--- config.mk ---
export PLATFORM = sky130hd
export DESIGN_NAME = sa_input_feeder_flat
export DESIGN_NICKNAME = d
export VERILOG_FILES = /design/src/rtl/sa_pkg.sv /design/src/rtl/sa_input_feeder_if.sv /design/src/rtl/sa_skew_delay.sv /design/src/rtl/sa_input_feeder.sv /design/src/flat_wrapper.sv
export SDC_FILE = /design/constraint.sdc
export NUM_CORES = 1
export LEC_CHECK = 0
export CAP_MARGIN = 30
export CORE_MARGIN = 10
export CORE_UTILIZATION = 45
export DETAILED_ROUTE_END_ITERATION = 6
export PLACE_DENSITY_LB_ADDON = 0.2
export SLEW_MARGIN = 20
export SYNTH_ARGS = -nofsm -noshare
export SYNTH_HDL_FRONTEND = slang
export SYNTH_SLANG_ARGS = --single-unit
--- constraint.sdc ---
create_clock -name clk -period 4.05 [get_ports clk]
set_clock_uncertainty 0.15 [all_clocks]
set_input_delay 0.81 -clock clk [delete_from_list [all_inputs] [get_ports clk]]
set_output_delay 0.81 -clock clk [all_outputs]
set_load 0.02 [all_outputs]
--- src/rtl/sa_pkg.sv ---
// Shared types and constants for the systolic-array input feeder.
package sa_pkg;

  localparam int unsigned DATA_W = 8;

  typedef enum logic [1:0] {
    IDLE   = 2'd0,
    SWITCH = 2'd1,
    STREAM = 2'd2,
    DRAIN  = 2'd3
  } feeder_state_t;

endpackage

--- src/rtl/sa_input_feeder_if.sv ---
// Control, vector-stream and PE-row bundle of the input feeder.
// Optional bubble_cnt signal exists only when SA_FEEDER_PERF_CNT_EN is defined.
interface sa_input_feeder_if
  import sa_pkg::*;
#(
  parameter int unsigned N          = 4,
  parameter int unsigned TILE_LEN_W = 16
);

  logic                  start;
  logic [TILE_LEN_W-1:0] tile_len;
  logic                  busy;
  logic                  done;
  logic                  in_valid;
  logic                  in_ready;
  logic [N*DATA_W-1:0]   in_data;
  logic [N*DATA_W-1:0]   row_input;
  logic [N-1:0]          row_valid;
  logic [N-1:0]          row_switch;
`ifdef SA_FEEDER_PERF_CNT_EN
  logic [31:0]           bubble_cnt;
`endif

`ifdef SA_FEEDER_PERF_CNT_EN
  modport master (
    output start, tile_len, in_valid, in_data,
    input  busy, done, in_ready, row_input, row_valid, row_switch, bubble_cnt
  );
  modport slave (
    input  start, tile_len, in_valid, in_data,
    output busy, done, in_ready, row_input, row_valid, row_switch, bubble_cnt
  );
`else
  modport master (
    output start, tile_len, in_valid, in_data,
    input  busy, done, in_ready, row_input, row_valid, row_switch
  );
  modport slave (
    input  start, tile_len, in_valid, in_data,
    output busy, done, in_ready, row_input, row_valid, row_switch
  );
`endif

endinterface

--- src/rtl/sa_skew_delay.sv ---
// Zero-reset shift register; DEPTH cycles of latency for one row's {switch,valid,data}.
module sa_skew_delay #(
  parameter int unsigned WIDTH = 10,
  parameter int unsigned DEPTH = 1
) (
  input  logic             clk,
  input  logic             rst,
  input  logic [WIDTH-1:0] d,
  output logic [WIDTH-1:0] q
);

  logic [WIDTH-1:0] stage [DEPTH];

  always_ff @(posedge clk or posedge rst) begin
    if (rst) begin
      for (int unsigned i = 0; i < DEPTH; i++) stage[i] <= '0;
    end else begin
      stage[0] <= d;
      for (int unsigned i = 1; i < DEPTH; i++) stage[i] <= stage[i-1];
    end
  end

  assign q = stage[DEPTH-1];

endmodule

--- src/rtl/sa_input_feeder.sv ---
// West-edge feeder: skews activation vectors diagonally into PE rows, preceded by a switch wavefront.
// Optional bubble counter enabled by defining SA_FEEDER_PERF_CNT_EN.
module sa_input_feeder
  import sa_pkg::*;
#(
  parameter int unsigned N          = 4,
  parameter int unsigned TILE_LEN_W = 16
) (
  input logic              clk,
  input logic              rst,
  sa_input_feeder_if.slave bus
);

  localparam int unsigned DRAIN_W = (N > 1) ? $clog2(N) : 1;
  localparam int unsigned SLOT_W  = DATA_W + 2;

  feeder_state_t         state;
  feeder_state_t         state_nxt;
  logic [TILE_LEN_W-1:0] len_q;
  logic [TILE_LEN_W-1:0] acc_cnt;
  logic [DRAIN_W-1:0]    drain_cnt;
  logic                  busy_q;
  logic                  done_q;

  logic start_ok;
  logic accept;
  logic last_accept;
  logic drain_last;
  logic switch_slot;

  assign start_ok    = (state == IDLE) && bus.start;
  assign accept      = (state == STREAM) && bus.in_valid;
  assign last_accept = accept && ((acc_cnt + TILE_LEN_W'(1)) == len_q);
  assign drain_last  = (drain_cnt == DRAIN_W'(N - 1));
  assign switch_slot = (state == SWITCH);

  // State register
  always_ff @(posedge clk or posedge rst) begin
    if (rst) state <= IDLE;
    else     state <= state_nxt;
  end

  // Next-state logic
  always_comb begin
    state_nxt = state;
    case (state)
      IDLE:    if (bus.start) state_nxt = SWITCH;
      SWITCH:  state_nxt = (len_q == '0) ? DRAIN : STREAM;
      STREAM:  if (last_accept) state_nxt = DRAIN;
      DRAIN:   if (drain_last) state_nxt = IDLE;
      default: state_nxt = IDLE;
    endcase
  end

  // Tile length, accept and drain counters, status flags
  always_ff @(posedge clk or posedge rst) begin
    if (rst) begin
      len_q     <= '0;
      acc_cnt   <= '0;
      drain_cnt <= '0;
      busy_q    <= 1'b0;
      done_q    <= 1'b0;
    end else begin
      if (start_ok) begin
        len_q   <= bus.tile_len;
        acc_cnt <= '0;
      end else if (accept) begin
        acc_cnt <= acc_cnt + TILE_LEN_W'(1);
      end
      drain_cnt <= (state == DRAIN) ? drain_cnt + DRAIN_W'(1) : '0;
      busy_q    <= (state_nxt != IDLE);
      done_q    <= (state == DRAIN) && drain_last;
    end
  end

  assign bus.busy     = busy_q;
  assign bus.done     = done_q;
  assign bus.in_ready = (state == STREAM);

`ifdef SA_FEEDER_PERF_CNT_EN
  logic [31:0] bubble_q;

  // Saturating count of STREAM cycles starved by upstream
  always_ff @(posedge clk or posedge rst) begin
    if (rst) begin
      bubble_q <= '0;
    end else if (start_ok) begin
      bubble_q <= '0;
    end else if ((state == STREAM) && !bus.in_valid && (bubble_q != '1)) begin
      bubble_q <= bubble_q + 32'd1;
    end
  end

  assign bus.bubble_cnt = bubble_q;
`endif

  logic [N-1:0]        row_sw;
  logic [N-1:0]        row_vld;
  logic [N*DATA_W-1:0] row_dat;

  // Row r delayed by r+1 cycles; unaccepted slots carry zero data
  for (genvar r = 0; r < N; r++) begin : g_row
    logic [DATA_W-1:0] lane;
    logic [SLOT_W-1:0] slot_d;
    logic [SLOT_W-1:0] slot_q;

    assign lane   = accept ? bus.in_data[r*DATA_W +: DATA_W] : '0;
    assign slot_d = {switch_slot, accept, lane};

    sa_skew_delay #(
      .WIDTH (SLOT_W),
      .DEPTH (r + 1)
    ) u_skew (
      .clk (clk),
      .rst (rst),
      .d   (slot_d),
      .q   (slot_q)
    );

    assign row_sw[r]                   = slot_q[SLOT_W-1];
    assign row_vld[r]                  = slot_q[DATA_W];
    assign row_dat[r*DATA_W +: DATA_W] = slot_q[DATA_W-1:0];
  end

  assign bus.row_switch = row_sw;
  assign bus.row_valid  = row_vld;
  assign bus.row_input  = row_dat;

endmodule
--- src/flat_wrapper.sv ---
// flat-port wrapper written by rule: the top's interface ports become plain ports
module sa_input_feeder_flat import sa_pkg::*;
#(
  parameter int unsigned N          = 4,
  parameter int unsigned TILE_LEN_W = 16
)
  (clk, rst, bus_start, bus_tile_len, bus_in_valid, bus_in_data, bus_busy, bus_done, bus_in_ready, bus_row_input, bus_row_valid, bus_row_switch);
  sa_input_feeder_if #(.N(N), .TILE_LEN_W(TILE_LEN_W)) bus_i ();
  input logic clk;
  input logic rst;
  input wire logic [$bits(bus_i.start)-1:0] bus_start;
  input wire logic [$bits(bus_i.tile_len)-1:0] bus_tile_len;
  input wire logic [$bits(bus_i.in_valid)-1:0] bus_in_valid;
  input wire logic [$bits(bus_i.in_data)-1:0] bus_in_data;
  output wire logic [$bits(bus_i.busy)-1:0] bus_busy;
  output wire logic [$bits(bus_i.done)-1:0] bus_done;
  output wire logic [$bits(bus_i.in_ready)-1:0] bus_in_ready;
  output wire logic [$bits(bus_i.row_input)-1:0] bus_row_input;
  output wire logic [$bits(bus_i.row_valid)-1:0] bus_row_valid;
  output wire logic [$bits(bus_i.row_switch)-1:0] bus_row_switch;
  assign bus_i.start = bus_start;
  assign bus_i.tile_len = bus_tile_len;
  assign bus_i.in_valid = bus_in_valid;
  assign bus_i.in_data = bus_in_data;
  assign bus_busy = bus_i.busy;
  assign bus_done = bus_i.done;
  assign bus_in_ready = bus_i.in_ready;
  assign bus_row_input = bus_i.row_input;
  assign bus_row_valid = bus_i.row_valid;
  assign bus_row_switch = bus_i.row_switch;
  sa_input_feeder #(.N(N), .TILE_LEN_W(TILE_LEN_W)) u_core (.clk(clk), .rst(rst), .bus(bus_i));
endmodule
After elaboration in Yosys (flattened, before gate mapping)
Index checks and enable logic that the tools add are counted.

word-level totals
  flip-flop bits (word level) = 138
  output and inout port bits = 43

operators by class
  equality and inequality tests = 5
  mux-type cells = 12
  $add $sub $neg = 2
  reduce and logical (&&, ||, !) cells = 8

operator list
  cell                                                             number
  16-bit two-way mux                                               2
  8-bit two-way mux                                                4
  16-bit by 1-bit adder with 16-bit output, second input constant  1
  16-bit == test                                                   1
  16-bit logical NOT                                               1
  2-bit two-way mux                                                4
  2-bit one-hot mux with 4 select lines                            1
  2-bit == test, second input constant                             3
  1-bit logical AND                                                4
  2-bit nonzero test                                               2
  2-bit by 1-bit adder with 2-bit output, second input constant    1
  2-bit by 1-bit == test with 1-bit output, second input constant  1
  2-bit logical NOT                                                1
  1-bit two-way mux                                                1

Depth between registers and ports, before layout
Gate-level depths: netlist (run 1).

  depth in word-level cells = 6
  gate-level depth with buffers = 7

Modules after synthesis
From an unflattened synthesis (run 1), not the netlist that was laid out.

unflattened totals
  cells, all modules = 397
  area, all modules = 5231.3 um^2

modules (own cells, without submodules)
  module                                   area each (um^2)  instances  cells an instance
  sa_input_feeder                          2488.6            1          263
  sa_skew_delay at u_core.g_row[3].u_skew  1079.8            1          51
  sa_skew_delay at u_core.g_row[2].u_skew  829.5             1          41
  sa_skew_delay at u_core.g_row[1].u_skew  579.3             1          31
  sa_skew_delay at u_core.g_row[0].u_skew  254.0             1          11

Worst setup path after synthesis (run 1)
Ideal clock, no wire load.

  kind = register -> output
  from = register u_core.state[1]
  to = output port bus_in_ready
  setup slack = 2.052 ns
  arrival = 1.038 ns
  stages on the path, launching flop included = 3
  buffers on the path = 1
  data required time = 3.090 ns
  path through = dfrtp_1 -> nor2b_1 -> clkbuf_1

on the way
  longest elaborated chain between the ends = 1

ends and longest elaborated chain
  item                    RTL line               RTL
  start, declared         sa_input_feeder.sv:17  feeder_state_t state;
  start signal, assigned  sa_input_feeder.sv:40  else state <= state_nxt;
  2-bit == test           sa_input_feeder.sv:78  assign bus.in_ready = (state == STREAM);
  end, declared           flat_wrapper.sv:17     output wire logic [$bits(bus_i.in_ready)-1:0] bus_in_ready;

Every way passes these cells.

Worst setup path in the final report (run 1)
Ends and elaborated chain as after synthesis.

==> impl_metrics.ini, run 1 <==
[drt]
via_per_inst = 4.971
drt-initial-drc-count = 189
ant_nets = 0
drt-total-wl_um = 9795
via_count = 2933
wire_per_inst_um = 16.60
firstDrtPassIters = 4
drc = 0

[final_layout]
antenna_cells = 0
layout_common_cells = dfrtp_1 (126), clkdlybuf4s50_1 (94), and3_1 (36)
drive_gt1_share_pct = 15.20
fill_cells = 823
final_common_cell = dfrtp_1
fin_nets = 495
final_area_um2 = 6272
area_growth_pct = 29.03

[critical_path]
critPathLaunch = u_core.state[1]
crit_arrival_ps = 2090
crit_path_start_kind = flip-flop
reg2reg_from = u_core.state[0]
crit_fanout = 33
endpoint_kind = primary output
cp.required_ps = 3090
path_class = flip-flop to primary output

[timing]
rsz0062_at_grt = no
fin_setup_tns_ps = 0
report.final.slew_viol_count = 0
period_share_pct = 75.29
whs_ps = 191.6
slew_headroom_pct = 54.89
period_needed_ps = 3049
hold_violations = 0
setup_viol = 0
fmax_ghz = 0.3279
tightest_slew_ps = 676.6

[pwr]
max-vdd-ir-drop_mv = 0.2822
power.density_nw_per_um2 = 638.5
leakagePower_nw = 2.841
p_total_w = 0.004005

[clock_network]
cts_made_buffers = 17
post_cts_resize_count = 0
post_cts_buffers = 0
htreeDepth = 4
cts_tree = built
ctsHoldBuffers = 0
clock_sinks = 126
clock_latency_ps = 510
cts.clk_slew.worst_paths_ps = 60
clockBufferDepth = 2
cts_root_buf = clkbuf_8

[synth]
synthesis.nets = 427
ys_async_sr_fraction_pct = 100.0
ys_types = 47
synth.avg_cell_area_um2 = 13.03
yosysTopAreaCellShare_pct = 64.86
ys_ff_latch = 126
ys.flop_type = dfrtp_1
netlist_area_um2 = 4861
synth_top_area_cell = dfrtp_1
yosys-top-cells-area = dfrtp_1 (65%), buf_4 (5.1%), and3_1 (4.6%)
syn_inst = 373
ys_seq_area_share_pct = 64.86
synth_edf_count = 0
synth_warnings = 0

[floorplan]
core-area_um2 = 10420
die_height_um = 123.9
io_pins = 95
die_w_um = 123.9
row_count = 37
start_util_pct = 46.67
dieArea_um2 = 15360

[global_routing]
grtUsageMet1_pct = 17.07
grt_use_total_pct = 13.20
grtUsageMet2_pct = 19.64
grt_pass1_wl_um = 15590
grt_max_degree = 127
grt_pass1_vias = 2965
grt_overflow = 0
met3_usage_pct = 5.204
gr-max-usage-layer = met2
antenna_found_initial = 0

[placed_design]
io_buffer_count = 94
hpwlAfterDp_um = 6759
routabilityCongestion = 0.9234
placed_cell_area_um2 = 5697

[run]
drv_cap = 0

[status]
status = finished clean

[hold_path]
worstHoldStart = u_core.g_row[2].u_skew.stage[24]
min_path_type = flip-flop to flip-flop
[layout make-up]
class	instances	area, um^2	area share (%)
Tap cell	136	170.2	2.713
Inverter	5	22.52	0.3591
Multi-Input combinational cell	193	1368	21.80
Timing Repair Buffer	98	983.4	15.68
Clock inverter	14	147.6	2.354
Sequential cell	126	3153	50.27
Clock buffer	18	427.9	6.822
[critical path, cell delays in order (launching register included)]
cell             delay (ps)
dfrtp_1                 460
nor2b_2                 170
buf_4                   270
clkdlybuf4s50_1         670
[cells by family (layout without fill, tap and decap cells)]
kind of cell / count (synthesis) / after routing / share of synthesized area (%)
AO/OA/AOI/OAI: 47 / 47 / 6.513
multiplexers: 16 / 16 / 3.707
AND/OR/NAND/NOR: 102 / 102 / 12.51
adder cells (fa/ha/maj): 2 / 2 / 0.5147
flip-flops: 126 / 126 / 64.86
XOR/XNOR: 26 / 26 / 4.839
buffers and inverters: 54 / 135 / 7.053
[Yosys cell counts, drive strengths merged, types with 6 or more instances]
cell type	n
nand4	6
xor2	8
nor2	23
nand3	8
o21ai	25
buf	43
nand2	13
and3	37
xnor2	18
clkbuf	6
o31ai	8
dfrtp	126
mux2	16
[layer usage]
layer  vias to the layer above  share of wire [%]
met3                         9                7.4
met1                      1455                 45
met5                         -                  0
met2                        75                 47
met4                         0               0.84
li1                       1394                  -
[flip-flops by register name (all words and copies together) (netlist names)]
signal / flops
u_core.g_row.u_skew.stage: 48
u_core.bus.busy: 1
u_core.acc_cnt: 16
u_core.g_row.u_skew.q: 40
u_core.drain_cnt: 2
u_core.len_q: 16
u_core.state: 2
u_core.bus.done: 1
[final timing paths]
check / end / slack, ps / depth (start not counted)
max in group asynchronous: u_core.g_row[3].u_skew.stage[33] / 2560 / 3
max: bus_in_ready / 1000 / 3
max reg2reg: u_core.state[0] / 1820 / 6
min: u_core.g_row[2].u_skew.stage[14] / 190 / 0
min reg2reg: u_core.g_row[2].u_skew.stage[14] / 190 / 0
min in group asynchronous: u_core.g_row[3].u_skew.q[8] / 640 / 3
[power by group]
part | internal (W) | switching (W)
Sequential | 0.00151 | 0.000191
Clock | 0.000851 | 0.000583
Combinational | 0.000433 | 0.000434
[per-stage QoR]
step	utilization (%)	instances	worst slack, ps
after global placement	54.69	558	858.1
final	60.22	590	1001
after floorplan	-	373	1537
after global routing	60.22	590	898.5
after CTS	60.22	590	983.1
after detailed placement	54.69	558	807.8
No activity file was read; power rests on OpenSTA's default activity.
==> inputs of run 2 (changes only) <==
==> constraint.sdc (replaced) <==
create_clock -name clk -period 2.9 [get_ports clk]
set_clock_uncertainty 0.15 [all_clocks]
set_input_delay 0.58 -clock clk [delete_from_list [all_inputs] [get_ports clk]]
set_output_delay 0.58 -clock clk [all_outputs]
set_load 0.02 [all_outputs]
==> run 2 against run 1 <==
  * Setup slack lost 690 ps
  * Sequential share of layout area shrank 1.1 points
  * Non-clock buffer count increased by 4
  * Combinational power rose by 42%
  * Cell count increased by 0.68%
  * Wire length is 5.0% higher
  * Final area up 2.1%
  * Die area is the same
  * Clock power is 62% higher
  * Via count grew 1.8%
==> impl_metrics.ini, run 2 (synthesis gave the netlist of run 1 again) <==
[status]
status = finished clean

[critical_path]
crit_arrival_ps = 1860
slowest_delay_ps = 630
path_buf_inv = 1
cp_top_family = buffers and inverters
path_cells = nor2b_2, clkdlybuf4s50_1
crit_fanout = 8
endpoint_kind = primary output
critPathSlowestCell = clkdlybuf4s50_1
crit_path_start_kind = flip-flop
cp.required_ps = 2170
path_class = flip-flop to primary output

[floorplan]
row_count = 37
core-area_um2 = 10420
start_util_pct = 46.67
io_pins = 95
die_w_um = 123.9
die_height_um = 123.9
dieArea_um2 = 15360

[global_routing]
grt_pass1_vias = 3148
grt_overflow = 0
grt_use_total_pct = 14.22
grt_pass1_wl_um = 16620
antenna_found_initial = 0
grt_max_degree = 54

[clock_network]
cts.clk_slew.worst_paths_ps = 60
cts_root_buf = clkbuf_8
clockBufferDepth = 2
post_cts_buffers = 0
clock_latency_ps = 520
cts_made_buffers = 17
post_cts_resize_count = 0
clock_sinks = 126
htreeDepth = 4
ctsHoldBuffers = 0
cts_tree = built

[final_layout]
fin_nets = 499
drive_gt1_share_pct = 15.94
multi_input_area_um2 = 1368
largest_register = u_core.g_row.u_skew.stage
final_util_pct = 61.50
antenna_cells = 0
final_area_um2 = 6406
seqCellArea_um2 = 3153
largest_reg_flops = 48
final_common_cell = dfrtp_1
area_growth_pct = 31.79
fill_cells = 804
layout_common_cells = dfrtp_1 (126), clkdlybuf4s50_1 (94), and3_1 (36)

[run]
drv_cap = 0

[timing]
period_needed_ps = 2587
fin_setup_tns_ps = 0
rsz0062_at_grt = no
fmax_ghz = 0.3866
hold_violations = 0
report.final.slew_viol_count = 0
tightest_slew_ps = 613.5
worst_slack_ps = 313.4
slew_headroom_pct = 59.05
period_share_pct = 89.19
setup_viol = 0

[drt]
via_count = 2985
ant_nets = 0
drt-total-wl_um = 10290
firstDrtPassIters = 4
via_per_inst = 5.025
wire_per_inst_um = 17.31
drt-initial-drc-count = 228
drc = 0

[placed_design]
placed_cell_area_um2 = 5752
routabilityCongestion = 0.8717
dp_slack_ps = 568.4
hpwlAfterDp_um = 7102
io_buffer_count = 94

[pwr]
power.density_nw_per_um2 = 926.6
max-vdd-ir-drop_mv = 0.5635
leakagePower_nw = 2.902

[hold_path]
min_path_type = flip-flop to flip-flop
[run 2: changes by cell type in the layout (fill, tap and decap cells not counted)]
cell and change:
buf_12 +2, buf_4 +2, bufinv_16 +4, clkinv_4 -4
clkinvlp_4 +1, inv_6 +1, inv_8 -2
[run 2: routing by layer]
layer,share of wire (%),routed length [um],up-vias,GRT usage (%)
met5,0,0,-,0
met4,1.1,108,0,4.892
met3,8.1,837,10,6.199
met2,50,5156,83,22.48
met1,41,4183,1486,17.09
li1,-,-,1406,-
[run 2: layout make-up]
| cell class | count | area share, % |
|---|---|---|
| Sequential cell | 126 | 49.22 |
| Multi-Input combinational cell | 193 | 21.35 |
| Timing Repair Buffer | 102 | 16.21 |
| Clock buffer | 18 | 6.680 |
| Clock inverter | 14 | 3.535 |
| Tap cell | 136 | 2.656 |
| Inverter | 5 | 0.3516 |
[run 2: where the power goes]
part | leakage [nW] | internal, W | switching, W
sequential | 1.64 | 0.00211 | 0.000277
combinational | 0.947 | 0.000614 | 0.000612
clock | 0.314 | 0.00152 | 0.000796
[run 2: worst register-to-register path: stages (launching register included)]
cell       delay, ps
dfrtp_1          470
ha_1             350
nand3_4          190
o21ai_1          200
nand3_1          140
a2111oi_4        310
o221ai_2         150
o21ai_2          120
[run 2: final timing paths]
path                                                       start                               end  cells after the start  slack [ps]
worst min-delay path            u_core.g_row[3].u_skew.stage[32]  u_core.g_row[3].u_skew.stage[22]                      0         190
min in group asynchronous                                    rst       u_core.g_row[3].u_skew.q[8]                      2         300
max in group asynchronous                                    rst  u_core.g_row[3].u_skew.stage[32]                      3        1690
worst min register to register  u_core.g_row[3].u_skew.stage[32]  u_core.g_row[3].u_skew.stage[22]                      0         190
worst max-delay path                             u_core.state[1]                      bus_in_ready                      2         310
worst max register to register                 u_core.acc_cnt[0]                   u_core.state[0]                      7         770
[run 2: stage by stage]
stage               hold WS (ps)  power (W)  instances
floorplan                  181.2   0.003260        373
global placement           181.4   0.003614        562
detailed placement         184.7   0.003652        562
CTS                        197.1   0.006018        594
global route               195.7   0.006236        594
finish                     193.7   0.005936        594
==> inputs of run 3 (changes only) <==
--- a/config.mk
+++ b/config.mk
@@ -5,8 +5,8 @@
 export SDC_FILE = /design/constraint.sdc
 export NUM_CORES = 1
 export LEC_CHECK = 0
-export CAP_MARGIN = 30
-export CORE_MARGIN = 10
+export CAP_MARGIN = 20
+export CORE_MARGIN = 5
 export CORE_UTILIZATION = 45
 export DETAILED_ROUTE_END_ITERATION = 6
 export PLACE_DENSITY_LB_ADDON = 0.2
==> run 3 against run 2 <==
  * Worst hold slack worse by 2.1 ps
  * Utilization down 2.0 points
  * First-iteration DRC count down 10%
  * Flip-flop and latch count unchanged
  * Clock power down 5%
  * Final area down 0.66%
  * Non-clock buffer count up 1
  * Sequential power about the same
  * Critical path depth unchanged
  * Register-to-register slack worse by 30 ps
  * Largest power group unchanged
==> impl_metrics.ini, run 3 (synthesis gave the netlist of run 1 again) <==
[clock_network]
cts.clk_slew.worst_paths_ps = 60
ctsHoldBuffers = 0
clock_sinks = 126
post_cts_buffers = 0
htreeDepth = 4
clock_latency_ps = 510
cts_tree = built
cts_root_buf = clkbuf_8
post_cts_resize_count = 0
clockBufferDepth = 2
cts_made_buffers = 17

[floorplan]
die_height_um = 113.9
start_util_pct = 45.44
io_pins = 95
dieArea_um2 = 12980
core-area_um2 = 10700
die_w_um = 113.9
row_count = 38

[critical_path]
r2r_slack_ps = 740
critPathSlowestCell = clkdlybuf4s50_1
path_class = flip-flop to primary output
cp_top_family = buffers and inverters
crit_arrival_ps = 1830
crit_path_start_kind = flip-flop
endpoint_kind = primary output
cp.required_ps = 2170
slowest_delay_ps = 620
path_cells = nor2b_2, clkdlybuf4s50_1
crit_fanout = 8
path_buf_inv = 1

[global_routing]
grtUsageMet1_pct = 19.88
grt_pass1_vias = 3064
grt_pass1_wl_um = 15420
grt_use_total_pct = 15.26
met3_usage_pct = 4.403
antenna_found_initial = 0
grtUsageMet2_pct = 23.69
grt_overflow = 0
gr-max-usage-layer = met2
grt_max_degree = 79

[status]
status = finished clean

[final_layout]
layout_common_cells = dfrtp_1 (126), clkdlybuf4s50_1 (94), and3_1 (36)
final_common_cell = dfrtp_1
drive_gt1_share_pct = 16.12
final_area_um2 = 6364
largest_reg_flops = 48
area_growth_pct = 30.91
antenna_cells = 0
largest_register = u_core.g_row.u_skew.stage
fin_nets = 500

[timing]
hold_violations = 0
slew_headroom_pct = 61.44
setup_viol = 0
tightest_slew_ps = 578.4
fin_setup_tns_ps = 0
period_share_pct = 88.35
rsz0062_at_grt = no
period_needed_ps = 2562
worst_slack_ps = 337.8
report.final.slew_viol_count = 0
fmax_ghz = 0.3903

[pwr]
pwr-share-clk_pct = 37.8
power_switching_share_pct = 28.74
power.density_nw_per_um2 = 913.2
p_int_w = 0.004141
leakagePower_nw = 2.877
pwr-share-seq_pct = 40.9
power_frac_comb_pct = 21.3
p_switching_w = 0.001670
max-vdd-ir-drop_mv = 0.4396

[drt]
via_count = 2927
drt-initial-drc-count = 205
via_per_inst = 4.886
ant_nets = 0
wire_per_inst_um = 15.32
drt-total-wl_um = 9174
drc = 0
firstDrtPassIters = 4

[placed_design]
placed_cell_area_um2 = 5739
hpwlAfterDp_um = 6322
routabilityCongestion = 0.8448
io_buffer_count = 94
dp_slack_ps = 488.9

[run]
drv_cap = 0

[hold_path]
min_path_type = flip-flop to flip-flop
==> run 3: cell count changes in the layout (fill, tap and decap cells not counted) <==
cell	delta
buf_4	+3
inv_6	-3
buf_12	-2
clkinvlp_4	+2
bufinv_16	-1
clkbuf_8	-1
clkinv_2	+1
clkinv_4	+1
inv_8	+1
==> run 3: power groups by stage <==
stage                     Combinational [W]  Clock [W]  Sequential (W)
after floorplan                    0.000924          0         0.00234
after global placement              0.00123          0         0.00239
after detailed placement            0.00125          0         0.00241
after CTS                           0.00125    0.00224         0.00238
after global routing                0.00135    0.00233         0.00244
final                               0.00124    0.00220         0.00237
==> run 3: final cells by class <==
type | count | area, um^2
clock buffers | 17 | 414.1
fillers | 877 | 4334
multi-input cells | 193 | 1368
well taps | 140 | 175.2
inverters | 5 | 22.52
flip-flops and latches | 126 | 3153
clock inverters | 15 | 210.2
repair buffers | 103 | 1021
==> run 3: worst reg2reg max path: cells and delay by family, from the launching register on <==
| family | cells | cell delay, ps |
|---|---|---|
| fa+ha+maj | 1 | 360 |
| flops | 1 | 460 |
| simple gates | 2 | 340 |
| compound gates | 4 | 800 |
==> run 3: metrics by stage <==
| stage | util [%] | cells | hold WS [ps] | power [W] |
|---|---|---|---|---|
| 6_report | 59.49 | 599 | 191.6 | 0.005811 |
| 5_1_grt | 59.49 | 599 | 196.9 | 0.006118 |
| 4_1_cts | 59.49 | 599 | 194.2 | 0.005876 |
| 3_5_place_dp | 53.65 | 567 | 184.7 | 0.003658 |
| 3_3_place_gp | 53.65 | 567 | 181.8 | 0.003616 |
| 2_1_floorplan | - | 373 | 181.2 | 0.003260 |
==> run 3: worst paths after layout <==
check | endpoint | start | cells past startpoint
setup reg to reg | u_core.state[0] | u_core.acc_cnt[0] | 7
hold / removal | u_core.g_row[3].u_skew.q[4] | u_core.g_row[3].u_skew.stage[14] | 0
min in group asynchronous | u_core.g_row[3].u_skew.stage[24] | rst | 2
hold reg to reg | u_core.g_row[3].u_skew.q[4] | u_core.g_row[3].u_skew.stage[14] | 0
setup / recovery | bus_in_ready | u_core.state[1] | 2
max in group asynchronous | u_core.acc_cnt[7] | rst | 3
==> run 3: per-layer routing <==
layer | part of all wire [%] | vias up
li1 | - | 1398
met1 | 43 | 1431
met2 | 50 | 83
met3 | 4.8 | 15
met4 | 2.1 | 0
met5 | 0 | -
